**src/rtl/pe_mac_ws_pipelined_cg.sv**
```systemverilog
// ---------------------------------------------------------------------------
// pe_mac_ws_pipelined_cg
// Weight-stationary multiply-accumulate processing element for a systolic
// array. It holds one weight, multiplies it by the pixel arriving from the
// west, and adds the product to the partial sum from the north. For K-tiling
// passes, a base partial sum from memory can be the addend instead.
// The datapath is a two-stage pipeline (product/addend, then sum). Every
// register advances only on cycles where enable_cycle is high.
//
// Optional build macro: PE_ICG_CELL_EN
//    defined   - enable_cycle feeds a latch-based clock gate. All registers
//                clock on the gated clock gclk.
//    undefined - registers clock on clk and use a synchronous hold enable.
//    Cycle behaviour is the same in both builds. rst_n acts in both builds.
//
// Ports:
//    clk                 clock
//    rst_n               asynchronous active-low reset, clears all registers
//    enable_cycle        per-cycle enable for every register
//    reset_psum          clears the product, addend and psum registers
//    load_W              capture W_in into the stationary weight
//    load_psum_from_mem  use psum_mem_in instead of psum_in as the addend
//    W_in                weight to load
//    pixel_in            activation from the west neighbour
//    psum_in             partial sum from the north neighbour
//    psum_mem_in         base partial sum from memory
//    pixel_out           registered pixel_in, forwarded east
//    psum_out            registered partial sum, forwarded south
// ---------------------------------------------------------------------------
module pe_mac_ws_pipelined_cg #(
   parameter int DATA_W      = 8,
   parameter int ACC_W       = 32,
   parameter int SIGNED_MODE = 0
) (
   input  logic              clk,
   input  logic              rst_n,
   input  logic              enable_cycle,
   input  logic              reset_psum,
   input  logic              load_W,
   input  logic              load_psum_from_mem,
   input  logic [DATA_W-1:0] W_in,
   input  logic [DATA_W-1:0] pixel_in,
   input  logic [ACC_W-1:0]  psum_in,
   input  logic [ACC_W-1:0]  psum_mem_in,
   output logic [DATA_W-1:0] pixel_out,
   output logic [ACC_W-1:0]  psum_out
);

   localparam int PROD_W = 2 * DATA_W;

   logic [DATA_W-1:0] w_reg, w_next;
   logic [DATA_W-1:0] pixel_reg;
   logic [ACC_W-1:0]  prod_reg, prod_next;
   logic [ACC_W-1:0]  addend_reg, addend_next;
   logic [ACC_W-1:0]  psum_reg, psum_next;
   logic [ACC_W-1:0]  prod_ext;

   logic reg_clk;
   logic reg_en;

`ifdef PE_ICG_CELL_EN
   // The latch is transparent while clk is low, so the enable is stable for
   // the whole high phase and gclk cannot glitch.
   logic en_latch;
   logic gclk;

   always_latch begin
      if (!clk)
         en_latch <= enable_cycle;
   end

   assign gclk    = clk & en_latch;
   assign reg_clk = gclk;
   assign reg_en  = 1'b1;
`else
   assign reg_clk = clk;
   assign reg_en  = enable_cycle;
`endif

   // The full-width product is formed first and then extended to ACC_W.
   // Zero extension is used for unsigned mode and sign extension for signed mode.
   generate
      if (SIGNED_MODE != 0) begin : g_signed_mul
         logic signed [PROD_W-1:0] prod_full;
         assign prod_full = PROD_W'($signed(pixel_in)) * PROD_W'($signed(w_reg));
         assign prod_ext  = ACC_W'(prod_full);
      end else begin : g_unsigned_mul
         logic [PROD_W-1:0] prod_full;
         assign prod_full = PROD_W'(pixel_in) * PROD_W'(w_reg);
         assign prod_ext  = ACC_W'(prod_full);
      end
   endgenerate

   // reset_psum has the highest priority. It flushes both pipeline stages.
   // The weight and pixel registers still update normally.
   always_comb begin
      w_next      = load_W ? W_in : w_reg;
      prod_next   = prod_ext;
      addend_next = load_psum_from_mem ? psum_mem_in : psum_in;
      psum_next   = addend_reg + prod_reg;   // wraps modulo 2^ACC_W
      if (reset_psum) begin
         prod_next   = '0;
         addend_next = '0;
         psum_next   = '0;
      end
   end

   always_ff @(posedge reg_clk or negedge rst_n) begin
      if (!rst_n) begin
         w_reg      <= '0;
         pixel_reg  <= '0;
         prod_reg   <= '0;
         addend_reg <= '0;
         psum_reg   <= '0;
      end else if (reg_en) begin
         w_reg      <= w_next;
         pixel_reg  <= pixel_in;
         prod_reg   <= prod_next;
         addend_reg <= addend_next;
         psum_reg   <= psum_next;
      end
   end

   assign pixel_out = pixel_reg;
   assign psum_out  = psum_reg;

endmodule

```
**config.mk**
```make
export PLATFORM = sky130hd
export DESIGN_NAME = pe_mac_ws_pipelined_cg
export DESIGN_NICKNAME = d
export VERILOG_FILES = /design/src/rtl/pe_mac_ws_pipelined_cg.sv
export SDC_FILE = /design/constraint.sdc
export NUM_CORES = 1
export LEC_CHECK = 0
export ABC_AREA = 1
export CORE_AREA = 2 2 135 137
export CTS_CLUSTER_SIZE = 20
export DETAILED_ROUTE_END_ITERATION = 8
export DIE_AREA = 0 0 137 139
export PLACE_DENSITY = 0.81
export SETUP_SLACK_MARGIN = 0.2
export SLEW_MARGIN = 20
export SYNTH_ARGS = -nofsm -noshare
export SYNTH_HDL_FRONTEND = slang
export SYNTH_SLANG_ARGS = --single-unit
```
**constraint.sdc**
```tcl
create_clock -name clk -period 3.9 [get_ports clk]
set_input_delay 0.78 -clock clk [delete_from_list [all_inputs] [get_ports clk]]
set_output_delay 0.78 -clock clk [all_outputs]
set_load 0.01 [all_outputs]
```
Word level (Yosys, flattened, before mapping)
Index checks and enable logic that the tools add are counted.

$add $sub $neg: 1. $mul: 1. Multiplexer cells: 4. Reductions and logical operators: 1.

Operator list (count): $mux W32 (3); $add A32 B32 Y32 (1); $mul A8 B8 Y16 (1); $mux W16 (1); $reduce_and A2 Y1 (1).

Register bits: 112. Input port bits: 86. Output and inout bits: 40. Logic and storage cells: 12.

Longest topological paths before layout
Gate-level depths: netlist (run 1).

Depth after elaboration: 2. Depth in mapped cells: 21. Mapped depth without buffers: 20.

Least setup slack after synthesis (run 1)
No wires, ideal clock.

Path kind: in2reg. Start point: in pixel_in[0]. End point: reg prod_reg[10]. Setup time: 117 ps. Arrival time: 4471 ps. Data required time: 3783 ps. Setup slack: -688 ps. Cell stages on the path: 17. Buffers on the path: 1. Cell sequence: clkbuf_1 -> nand2_1 -> fa_1 -> fa_1 -> inv_1 -> fa_1 -> inv_1 -> fa_1 -> inv_1 -> ha_1 -> a21oi_1 -> nor2_1 -> nor2_1 -> nand2_1 -> or2_2 -> nand3_1 -> nand2_1.

Longest elaborated chain between the ends: 2.

RTL lines: from (decl) (RTL line 42) `input logic [DATA_W-1:0] pixel_in,`; $mul A8 B8 Y16 (RTL line 89) `assign prod_full = PROD_W'(pixel_in) * PROD_W'(w_reg);`; $mux W16 (RTL line 101) `if (reset_psum) begin`; to (signal assigned) (RTL line 118) `prod_reg <= prod_next;`; to (decl) (RTL line 53) `logic [ACC_W-1:0] prod_reg, prod_next;`.

No other way between the ends. A chain may end at the register's enable or synchronous reset.

Final worst setup path (run 1)
Start point: in pixel_in[4]. End point: reg prod_reg[10].

The elaborated chain is that of the path after synthesis.

==> results of run 1 <==
## area by class of cell
class | instances | area (sq um) | area share, %
multi-input cells | 784 | 4860 | 47.6
flip-flops and latches | 96 | 2410 | 23.6
repair buffers | 175 | 1670 | 16.4
inverters | 183 | 687 | 6.73
well taps | 229 | 287 | 2.81
clock buffers | 10 | 239 | 2.34
clock inverters | 5 | 56.3 | 0.551
## path summary, 6_finish.rpt
path                                          start                  endpoint  slack, ns  cells past startpoint
setup / recovery                        pixel_in[4]  prod_reg[10]$_DFFE_PN0P_      -0.03                     18
hold / removal             psum_out[13]$_DFFE_PN0P_  psum_out[13]$_DFFE_PN0P_       0.48                      2
setup reg to reg               w_reg[7]$_DFFE_PN0P_  prod_reg[10]$_DFFE_PN0P_       0.01                     16
hold reg to reg            psum_out[13]$_DFFE_PN0P_  psum_out[13]$_DFFE_PN0P_       0.48                      2
max in group asynchronous                     rst_n      w_reg[3]$_DFFE_PN0P_       2.61                      2
min in group asynchronous                     rst_n  psum_out[28]$_DFFE_PN0P_       0.51                      1
## kinds of logic after synthesis
kind of cell / synth area share (%)
flip-flops: 31.0
multiplexers: 1.16
AO/OA/AOI/OAI: 9.80
AND/OR/NAND/NOR: 28.9
buffers and inverters: 11.1
adder cells (fa/ha/maj): 17.9
XOR/XNOR: 0.113
## routing by layer
metal | GRT usage, % | up-vias
met5 | 0 | -
met4 | 7.65 | 0
met3 | 4.42 | 42
met2 | 41.7 | 217
met1 | 29.1 | 3584
li1 | - | 3715
## repair_timing
item                       in CTS  in global routing
resized for setup              71                 65
pin swaps                      26                 42
setup endpoints to repair      11                 10
setup buffers                   4                  3
## worst register-to-register path: stages (launching register included)
cell     delay, ns
dfrtp_2       0.47
nand2_2       0.09
fa_1          0.49
fa_1          0.54
inv_2         0.05
fa_1          0.53
inv_1         0.05
fa_1          0.49
inv_2         0.05
ha_4          0.24
a21oi_4       0.15
nor2_2        0.07
nor2_2        0.14
nand2_2       0.10
or2_4         0.24
nand3_2       0.05
nand2_1       0.04
## cell usage in the layout, fill, tap and decap left out, drive strengths merged, types with 37 or more instances in the layout
cell type	n
clkdlybuf4s50	116
o21ai	85
nor2	94
ha	52
buf	58
dfrtp	96
fa	37
nand3	64
inv	184
nand2	371
## metrics by stage
stage,util [%],cell area [sq um]
after floorplan,-,7920
after global placement,54.2,9560
after detailed placement,54.2,9560
after CTS,56.5,9980
after global routing,57.8,10200
final,57.8,10200
## power groups by stage
stage | clock, W | sequential, W | combinational (W)
final | 0.000893 | 0.00130 | 0.00385
after global routing | 0.000948 | 0.00132 | 0.00422
after CTS | 0.000908 | 0.00130 | 0.00325
after detailed placement | 0 | 0.00131 | 0.00296
after global placement | 0 | 0.00131 | 0.00289
after floorplan | 0 | 0.00128 | 0.00196
==> results.md, run 1 <==
- Run status: finished with violations
- Failing checks: setup timing
- Warnings, synthesis: 0
- DRT met1 WL: 9.24 mm
- GRT Util Overall: 23.7%
- Data arrival, critical path: 4.18 ns
- Sw Ratio: 43.6%
- Net count, final: 1,424
- Fmax: 0.254 GHz
- Total die area: 0.0190 sq mm
- Metal2 WL: 11.2 mm
- P_leak: 5.41 nW
- RSZ-0062 raised after global routing: true
- EDFF count, synth: 0
- Slew @ Worst Pin: 1.11 ns
- Pre-CTS setup slack: -0.830 ns
- Cells after synthesis: 1,103
- Average size of a mapped cell: 7.03 sq um
- Max-Cap Viols: 0
- Initial core utilization: 43.9%
- Worst setup EP type: register
- CTS clk-pin slew, worst paths: 0.06 ns
- Required time of the worst setup path: 4.14 ns
- Total grt overflow: 0
- Detailed Route WL: 22.1 mm
- Crit path top cell by count: fa_1
- Top Ports: 126
- Slowest CP cell: fa_1
- Final period utilization: 101%
- Rel. slew slack: 26.2%
- First-pass DRT Iterations: 5
- Post-synth top cells: nand2_1, inv_1, dfrtp_1
- Routed met3 length: 1.11 mm
- Die H: 139 microns
- Drt wl/cell: 14.9 microns
- FFs w/ async S/R, synth: 100%
- H-tree depth: 3
- Layout cells sized above 1: 15.2%
- Clk root buf: clkbuf_16
- Startpoint Class: input pin
- Unique cell type count in the Yosys netlist: 33
- Pwr per Cell Area: 592 mW/mm^2
- Setup TNS: -0.0450 ns
- DRT antenna net count: 0
- Synthesized flop and latch total: 96
- Final clock skew: 0.0107 ns
- Most common cell in the netlist: nand2_1
- Synthesized net count: 1,278
- Top delay family on crit path: adder cells
- Worst-skew pair later-pin latency: 0.36 ns
- Max-slew violation count: 0
- Core area: 0.0177 sq mm
- Finished Layout Cells: 1,482
- Internal power: 0.00341 W
- Worst hold path class: reg -> reg
- Peak supply drop: 0.000513 V
- Top layer in use: met4
- Crit Path Max Fanout: 4
- Final critical-path required period: 3.93 ns
- FP Rows: 49
- Hold Slack: 0.475 ns
- Num CTS Buffers: 9
- Gpl congestion: 0.911
- Final setup viols: 2
- Final Worst Setup Slack: -0.0339 ns
- Sequential Power Share: 21.5%
- Clock share of power: 14.8%
- Vias in the first global route: 7,488
- # clock sinks: 96
- Vias: 7,558
- Area share of the largest cell type after synthesis: 31.0%
- Initial DRC Count: 490
- Logic pwr share: 63.7%
- # diodes: 0
- DRC: 0
- Syn-to-layout area delta: 31.7%
- Critical path class: in -> reg
- Largest net degree at the start of global routing: 80
- Vias per cell: 5.10
- HPWL after detailed placement: 16.4 mm
- Layout fillers: 1,589
- Synth area leaders: dfrtp_1, nand2_1, fa_1, inv_1, ha_1
- Initial antenna violation count: 0
- I/O Buffers: 125
- Power after layout: 0.00605 W
- Chip width: 137 microns
- NetSw: 0.00264 W
- Top FF cell, synth: dfrtp_1
- Seq/Total Area, Yosys: 31.0%
- Clock buffer depth: 2
- First-pass GRT wire length: 36.0 mm
- Number of hold violations in the final report: 0
- CTS tree: yes
- Synthesized area: 0.00775 sq mm
- Critical Path, Cell by Cell: buf_8, buf_6, nand2_2, fa_1, fa_1, inv_2, fa_1, inv_1, fa_1, inv_2, ha_4, a21oi_4, nor2_2, nor2_2, nand2_2, or2_4, nand3_2, nand2_1
- Slowest stage delay, CP: 0.53 ns
- Area leader, netlist: dfrtp_1
- Placed cell count: 1,460
- Hold_buf cts: 0
- Worst path bufs/invs: 5
Power figures use the tool's default switching activity.
==> inputs of run 2 (changes only) <==
- GPL_TIMING_DRIVEN: unset -> 0
==> run 2 against run 1 <==
Effect of this change: the run still ends with setup timing left; design area shrank 0.64%; critical path depth decreased by 3; die area unchanged; sequential share of layout area rose by 0.077 points; clock skew barely moved; worst setup slack better by 0.022 ns; critical endpoint is now prod_reg[12]$_DFFE_PN0P_; largest power group unchanged.
==> results.md, run 2 (synthesized netlist as in run 1, its figures left out) <==
- Peak supply drop: 0.000530 V (+3.3%)
- Pre-CTS setup slack: -0.457 ns (+0.373 ns)
- DRC: 0 (unchanged)
- FP Rows: 49 (unchanged)
- Placement Cell Area: 0.00940 sq mm (-1.7%)
- Number of hold violations in the final report: 0 (unchanged)
- First-pass GRT wire length: 37.1 mm (+3.0%)
- Final clock skew: 0.0108 ns (+0.000177 ns)
- Chip width: 137 microns (unchanged)
- Vias per cell: 5.09 (-0.25%)
- Post-layout util: 57.5% (-0.37 points)
- DRT met1 WL: 9.84 mm (+6.5%)
- Placed cell count: 1,449 (-0.75%)
- Required time of the worst setup path: 4.14 ns (about the same)
- Initial antenna violation count: 0 (unchanged)
- HPWL after detailed placement: 18.0 mm (+10%)
- Reg2reg setup slack: 0 ns (about the same)
- Largest net degree at the start of global routing: 59 (-26%)
- Final setup viols: 1 (-1)
- Top Ports: 126 (unchanged)
- GRT Util Overall: 25.0% (+1.3 points)
- Worst R2R Start: w_reg[5]$_DFFE_PN0P_
- Core area: 0.0177 sq mm (unchanged)
- Max-slew violation count: 0 (unchanged)
- P_leak: 5.37 nW (-0.68%)
- I/O Buffers: 116 (-7.2%)
- H-tree depth: 3 (unchanged)
- Final Worst Setup Slack: -0.0116 ns (+0.0223 ns)
- Drt wl/cell: 15.8 microns (+5.8%)
- Metal2 WL: 11.7 mm (+4.2%)
- Rel. slew slack: 53.5% (+27 points)
- Slowest CP cell: fa_1
- RSZ-0062 raised after global routing: true
- Most frequent cells in the layout: nand2_1, inv_1, clkdlybuf4s50_1
- Layout fillers: 1,595 (+0.38%)
- Worst-skew pair later-pin latency: 0.36 ns (about the same)
- Net count, final: 1,422 (-0.14%)
- Worst hold path class: in -> async
- Critical path class: in -> reg
- # clock sinks: 96 (unchanged)
- Top layer in use: met4
- Failing checks: setup timing
- Final instance area: 0.0101 sq mm (-0.64%)
- Slew @ Worst Pin: 0.698 ns (-0.408 ns)
- Detailed Route WL: 23.4 mm (+5.7%)
- First-pass DRT Iterations: 6 (+1)
- Syn-to-layout area delta: 30.9%
- Clk root buf: clkbuf_16
- Worst R2R Path Depth: 15 (-1)
- Slowest stage delay, CP: 0.51 ns (-0.02 ns)
- Startpoint Class: input pin
- Gpl congestion: 0.926 (+1.6%)
- Total grt overflow: 0 (unchanged)
- # diodes: 0 (unchanged)
- Crit path top cell by count: fa_1
- Crit Path Max Fanout: 9 (+5)
- Final period utilization: 100% (-0.57 points)
- CTS tree: yes
- Data arrival, critical path: 4.15 ns (-0.03 ns)
- Worst setup EP type: register
- Vias: 7,534 (-0.32%)
- Layout cells sized above 1: 12.7% (-2.5 points)
- Pwr per Cell Area: 562 mW/mm^2 (-5.1%)
- Fmax: 0.256 GHz (+0.57%)
- Finished Layout Cells: 1,481 (-0.067%)
- Hold_buf cts: 0 (unchanged)
- Die H: 139 microns (unchanged)
- R2R Path End: prod_reg[12]$_DFFE_PN0P_
- CTS clk-pin slew, worst paths: 0.07 ns (about the same)
- Initial core utilization: 43.9% (unchanged)
- Critical Path, Cell by Cell: clkbuf_16, nand2_4, inv_2, fa_1, fa_1, fa_1, inv_2, fa_1, inv_2, ha_4, a21o_1, a21oi_2, nand3_2, o21ai_2, nand2_1
- Clock buffer depth: 2 (unchanged)
- Num CTS Buffers: 9 (unchanged)
- DRT antenna net count: 0 (unchanged)
- Most common cell after layout, fill and taps aside: nand2_1
- Run status: finished with violations
- Final critical-path required period: 3.91 ns (-0.0223 ns)
- Max-Cap Viols: 0 (unchanged)
- Total die area: 0.0190 sq mm (unchanged)
- Routed met3 length: 1.17 mm (+5.1%)
- Initial DRC Count: 492 (+0.41%)
- Vias in the first global route: 7,305 (-2.4%)
[run 2: changes by cell type in the layout (fill, tap and decap cells not counted), moves of 6 or more]
cell	previous run	this run
buf_4	44	23
clkbuf_1	0	17
buf_6	11	2
nand2_2	25	16
nand2_1	339	346
buf_2	0	6
dfrtp_1	90	96
dfrtp_2	6	0
o21ai_1	17	11
[run 2: repair_timing]
item / CTS / global route
setup endpoints to repair: 9 / 9
gates resized for setup: 44 / 54
pin swaps: 20 / 22
setup buffers: 9 / 7
[run 2: report_power, final]
group | leakage [nW] | internal, W | total, W | switching [W]
clock network | 0.129 | 0.000444 | 0.000890 | 0.000446
registers | 1.24 | 0.00115 | 0.00127 | 0.000113
logic | 4.00 | 0.00152 | 0.00354 | 0.00203
total | 5.37 | 0.00311 | 0.00570 | 0.00259
[run 2: stage by stage]
| stage | total power [W] | TNS (ns) | hold WS [ns] |
|---|---|---|---|
| final | 0.00570 | -0.0116 | 0.318 |
| after CTS | 0.00519 | 0 | 0.322 |
| after global placement | 0.00394 | -149.28 | 0.456 |
| after detailed placement | 0.00400 | -2.83 | 0.460 |
| after global routing | 0.00611 | -0.449 | 0.338 |
| after floorplan | 0.00325 | -0.639 | 0.455 |
[run 2: cell type report]
class	instances	area, sq um	share of cell area, %
Buffer	40	350	3.45
Clock buffer	10	229	2.26
Clock inverter	6	53.8	0.530
Inverter	183	687	6.77
Multi-Input combinational cell	784	4830	47.6
Sequential cell	96	2400	23.7
Tap cell	229	287	2.82
Timing Repair Buffer	133	1310	12.9
[run 2: metal layers]
layer | GRT usage [%] | vias to the layer above
li1 | - | 3709
met1 | 31.4 | 3556
met2 | 42.6 | 217
met3 | 4.06 | 52
met4 | 9.60 | 0
met5 | 0 | -
[run 2: worst max-delay path, delay by kind of cell]
family	cells	cell delay, ns
AOI/OAI and AO/OA	3	0.55
adders and majority gates	5	2.27
buffers and inverters	4	0.26
and+or+nand+nor	3	0.29
[run 2: worst max-delay path by stage]
stage	start	end	slack (ns)	depth (start not counted)
2_1_floorplan	pixel_in[2]	prod_reg[10]$_DFFE_PN0P_	-0.17	17
3_3_place_gp	rst_n	pixel_out[3]$_DFFE_PN0P_	-1.54	1
3_5_place_dp	pixel_in[6]	prod_reg[12]$_DFFE_PN0P_	-0.46	16
4_1_cts	pixel_in[2]	prod_reg[10]$_DFFE_PN0P_	0.06	17
5_1_grt	w_reg[5]$_DFFE_PN0P_	prod_reg[13]$_DFFE_PN0P_	-0.11	17
6_report	pixel_in[4]	prod_reg[12]$_DFFE_PN0P_	-0.01	15
==> inputs of run 3 (changes only) <==
- PLACE_DENSITY: 0.81 -> 0.78
- clock period: 3.9 -> 4.95 ns (I/O delays scaled with it)
==> run 3 against run 2 <==
Effect of this change: the run now ends clean; wire length is 5.4% lower; clock-buffer cell count stayed put; sequential share of layout area is 1.3 points higher; cell count is 1.1% lower; power is 34% lower; global-route usage is 0.73 points lower; combinational power is 46% lower; die area stayed put; sequential power is 21% lower; utilization is 3.0 points lower; hold slack better by 0.16 ns; largest cell class unchanged; non-clock buffer count is 16 lower.
==> results.md, run 3 (synthesized netlist as in run 1, its figures left out) <==
- Peak supply drop: 0.000226 V (-57%)
- Required time of the worst setup path: 5.19 ns (+1.05 ns)
- Top Ports: 126 (unchanged)
- Post-layout util: 54.4% (-3.0 points)
- Hold Slack: 0.480 ns (+0.163 ns)
- DRT antenna net count: 0 (unchanged)
- Final clock skew: 0.00760 ns (-0.00324 ns)
- P_leak: 5.22 nW (-2.8%)
- Logic pwr share: 50.2% (-12 points)
- Post-CTS setup buffers: 0 (-9)
- Final instance area: 0.00961 sq mm (-5.3%)
- Net count, final: 1,406 (-1.1%)
- Worst hold path class: reg -> reg
- Min-Delay Endpoint: psum_out[13]$_DFFE_PN0P_
- Worst R2R Start: w_reg[7]$_DFFE_PN0P_
- I/O Buffers: 116 (unchanged)
- Most frequent cells in the layout: nand2_1, inv_1, clkdlybuf4s50_1
- Placement Cell Area: 0.00923 sq mm (-1.8%)
- Gpl congestion: 0.925 (about the same)
- Num CTS Buffers: 9 (unchanged)
- CTS clk-pin slew, worst paths: 0.07 ns (about the same)
- HPWL after detailed placement: 17.5 mm (-2.7%)
- Internal power: 0.00220 W (-29%)
- FP Rows: 49 (unchanged)
- First-pass GRT wire length: 36.3 mm (-2.3%)
- Final critical-path required period: 4.51 ns
- Initial DRC Count: 494 (+0.41%)
- Hold_buf cts: 0 (unchanged)
- Sw Ratio: 41.8% (-3.6 points)
- Final setup viols: 0 (-1)
- Clock buffer depth: 2 (unchanged)
- RSZ-0062 raised after global routing: false
- Data arrival, critical path: 4.75 ns (+0.60 ns)
- Syn-to-layout area delta: 24.0%
- Clk root buf: clkbuf_16
- First-pass DRT Iterations: 5 (-1)
- Chip width: 137 microns (unchanged)
- Layout cells sized above 1: 5.58% (-7.1 points)
- Run status: completed
- Vias per cell: 5.11 (+0.53%)
- GRT Util Overall: 24.3% (-0.73 points)
- Fmax: 0.222 GHz
- Critical path class: in -> reg
- NetSw: 0.00158 W (-39%)
- H-tree depth: 3 (unchanged)
- Total die area: 0.0190 sq mm (unchanged)
- Sequential Power Share: 26.4% (+4.2 points)
- Pwr per Cell Area: 394 mW/mm^2 (-30%)
- Drt wl/cell: 15.1 microns (-4.3%)
- Number of hold violations in the final report: 0 (unchanged)
- Setup TNS: 0 ns (+0.0116 ns)
- Largest net degree at the start of global routing: 52 (-12%)
- Initial antenna violation count: 0 (unchanged)
- Clock share of power: 23.4% (+7.8 points)
- CTS tree: yes
- # clock sinks: 96 (unchanged)
- Hold Startpoint: psum_out[13]$_DFFE_PN0P_
- Worst setup EP type: register
- Reg2reg setup slack: 0.59 ns (+0.59 ns)
- PostCTS Resize Cnt: 3 (-93%)
- Layout fillers: 1,737 (+8.9%)
- Max-slew violation count: 0 (unchanged)
- Final period utilization: 91.1%
- Hold-critical path depth: 2
- Max-Cap Viols: 0 (unchanged)
- Vias: 7,492 (-0.56%)
- R2R Path End: prod_reg[14]$_DFFE_PN0P_
- Power after layout: 0.00379 W (-34%)
- Core area: 0.0177 sq mm (unchanged)
- # diodes: 0 (unchanged)
- Total grt overflow: 0 (unchanged)
- Detailed Route WL: 22.1 mm (-5.4%)
- Rel. slew slack: 55.0% (+1.5 points)
- Worst-skew pair later-pin latency: 0.36 ns (about the same)
- Slew @ Worst Pin: 0.676 ns (-0.0220 ns)
- Crit Path Max Fanout: 9 (unchanged)
- Vias in the first global route: 7,406 (+1.4%)
- Startpoint Class: input pin
- Die H: 139 microns (unchanged)
- DRC: 0 (unchanged)
- Initial core utilization: 43.9% (unchanged)
- Worst R2R Path Depth: 19 (+4)
- Most common cell after layout, fill and taps aside: nand2_1
-- run 3: cell count changes in the layout (fill, tap and decap cells not counted), sizes merged --
cell	delta
clkinv	-1
clkbuf	+7
bufinv	+4
buf	-23
clkinvlp	-3
-- run 3: critical path, cell delays in order --
cell and delay, ns:
clkbuf_2 0.21, nand2_1 0.12, fa_1 0.50, fa_1 0.54, inv_1 0.05, fa_1 0.53, inv_1 0.05, fa_1 0.52
inv_1 0.04, ha_2 0.38, nand2_1 0.11, nor2_1 0.10, nand2_1 0.06, nand2_1 0.13, nand2_1 0.09, nand3_1 0.07
nand2_1 0.05, nand3_1 0.12, nand2_1 0.07
-- run 3: area by class of cell --
cell class | instances | area (sq um) | area share [%]
inverter | 183 | 687 | 7.15
timing repair buffer | 117 | 1190 | 12.4
tap | 229 | 287 | 2.98
multi-input combinational | 784 | 4500 | 46.8
buffer | 40 | 183 | 1.90
clock inverter | 6 | 138 | 1.43
sequential | 96 | 2400 | 25.0
clock buffer | 10 | 229 | 2.38
-- run 3: power by group through the flow --
| stage | Combinational, W | Clock (W) | Sequential (W) |
|---|---|---|---|
| floorplan | 0.00130 | 0 | 0.00101 |
| global placement | 0.00182 | 0 | 0.00101 |
| detailed placement | 0.00186 | 0 | 0.00101 |
| CTS | 0.00189 | 0.000897 | 0.000998 |
| global route | 0.00219 | 0.000931 | 0.00101 |
| finish | 0.00190 | 0.000887 | 0.00100 |
-- run 3: metal layers --
metal	vias up	wire (microns)	track usage [%]	part of all wire, %
met2	210	11000	41.5	50
met3	54	975	3.40	4.4
li1	3693	-	-	-
met1	3535	9310	30.5	42
met5	-	0	0	0
met4	0	850	9.98	3.8
-- run 3: worst max path at each step --
| stage | start | to | slack (ns) |
|---|---|---|---|
| floorplan | pixel_in[2] | prod_reg[10]$_DFFE_PN0P_ | 0.22 |
| global placement | rst_n | w_reg[5]$_DFFE_PN0P_ | -0.80 |
| detailed placement | pixel_in[4] | prod_reg[10]$_DFFE_PN0P_ | -0.20 |
| CTS | pixel_in[5] | prod_reg[10]$_DFFE_PN0P_ | 0.31 |
| global route | pixel_in[2] | prod_reg[14]$_DFFE_PN0P_ | 0.20 |
| finish | pixel_in[1] | prod_reg[14]$_DFFE_PN0P_ | 0.44 |
-- run 3: stage by stage --
step,setup slack (ns),std cells
2_1_floorplan,0.215,1103
3_3_place_gp,-0.802,1448
3_5_place_dp,-0.202,1449
4_1_cts,0.308,1465
5_1_grt,0.201,1465
6_report,0.441,1465
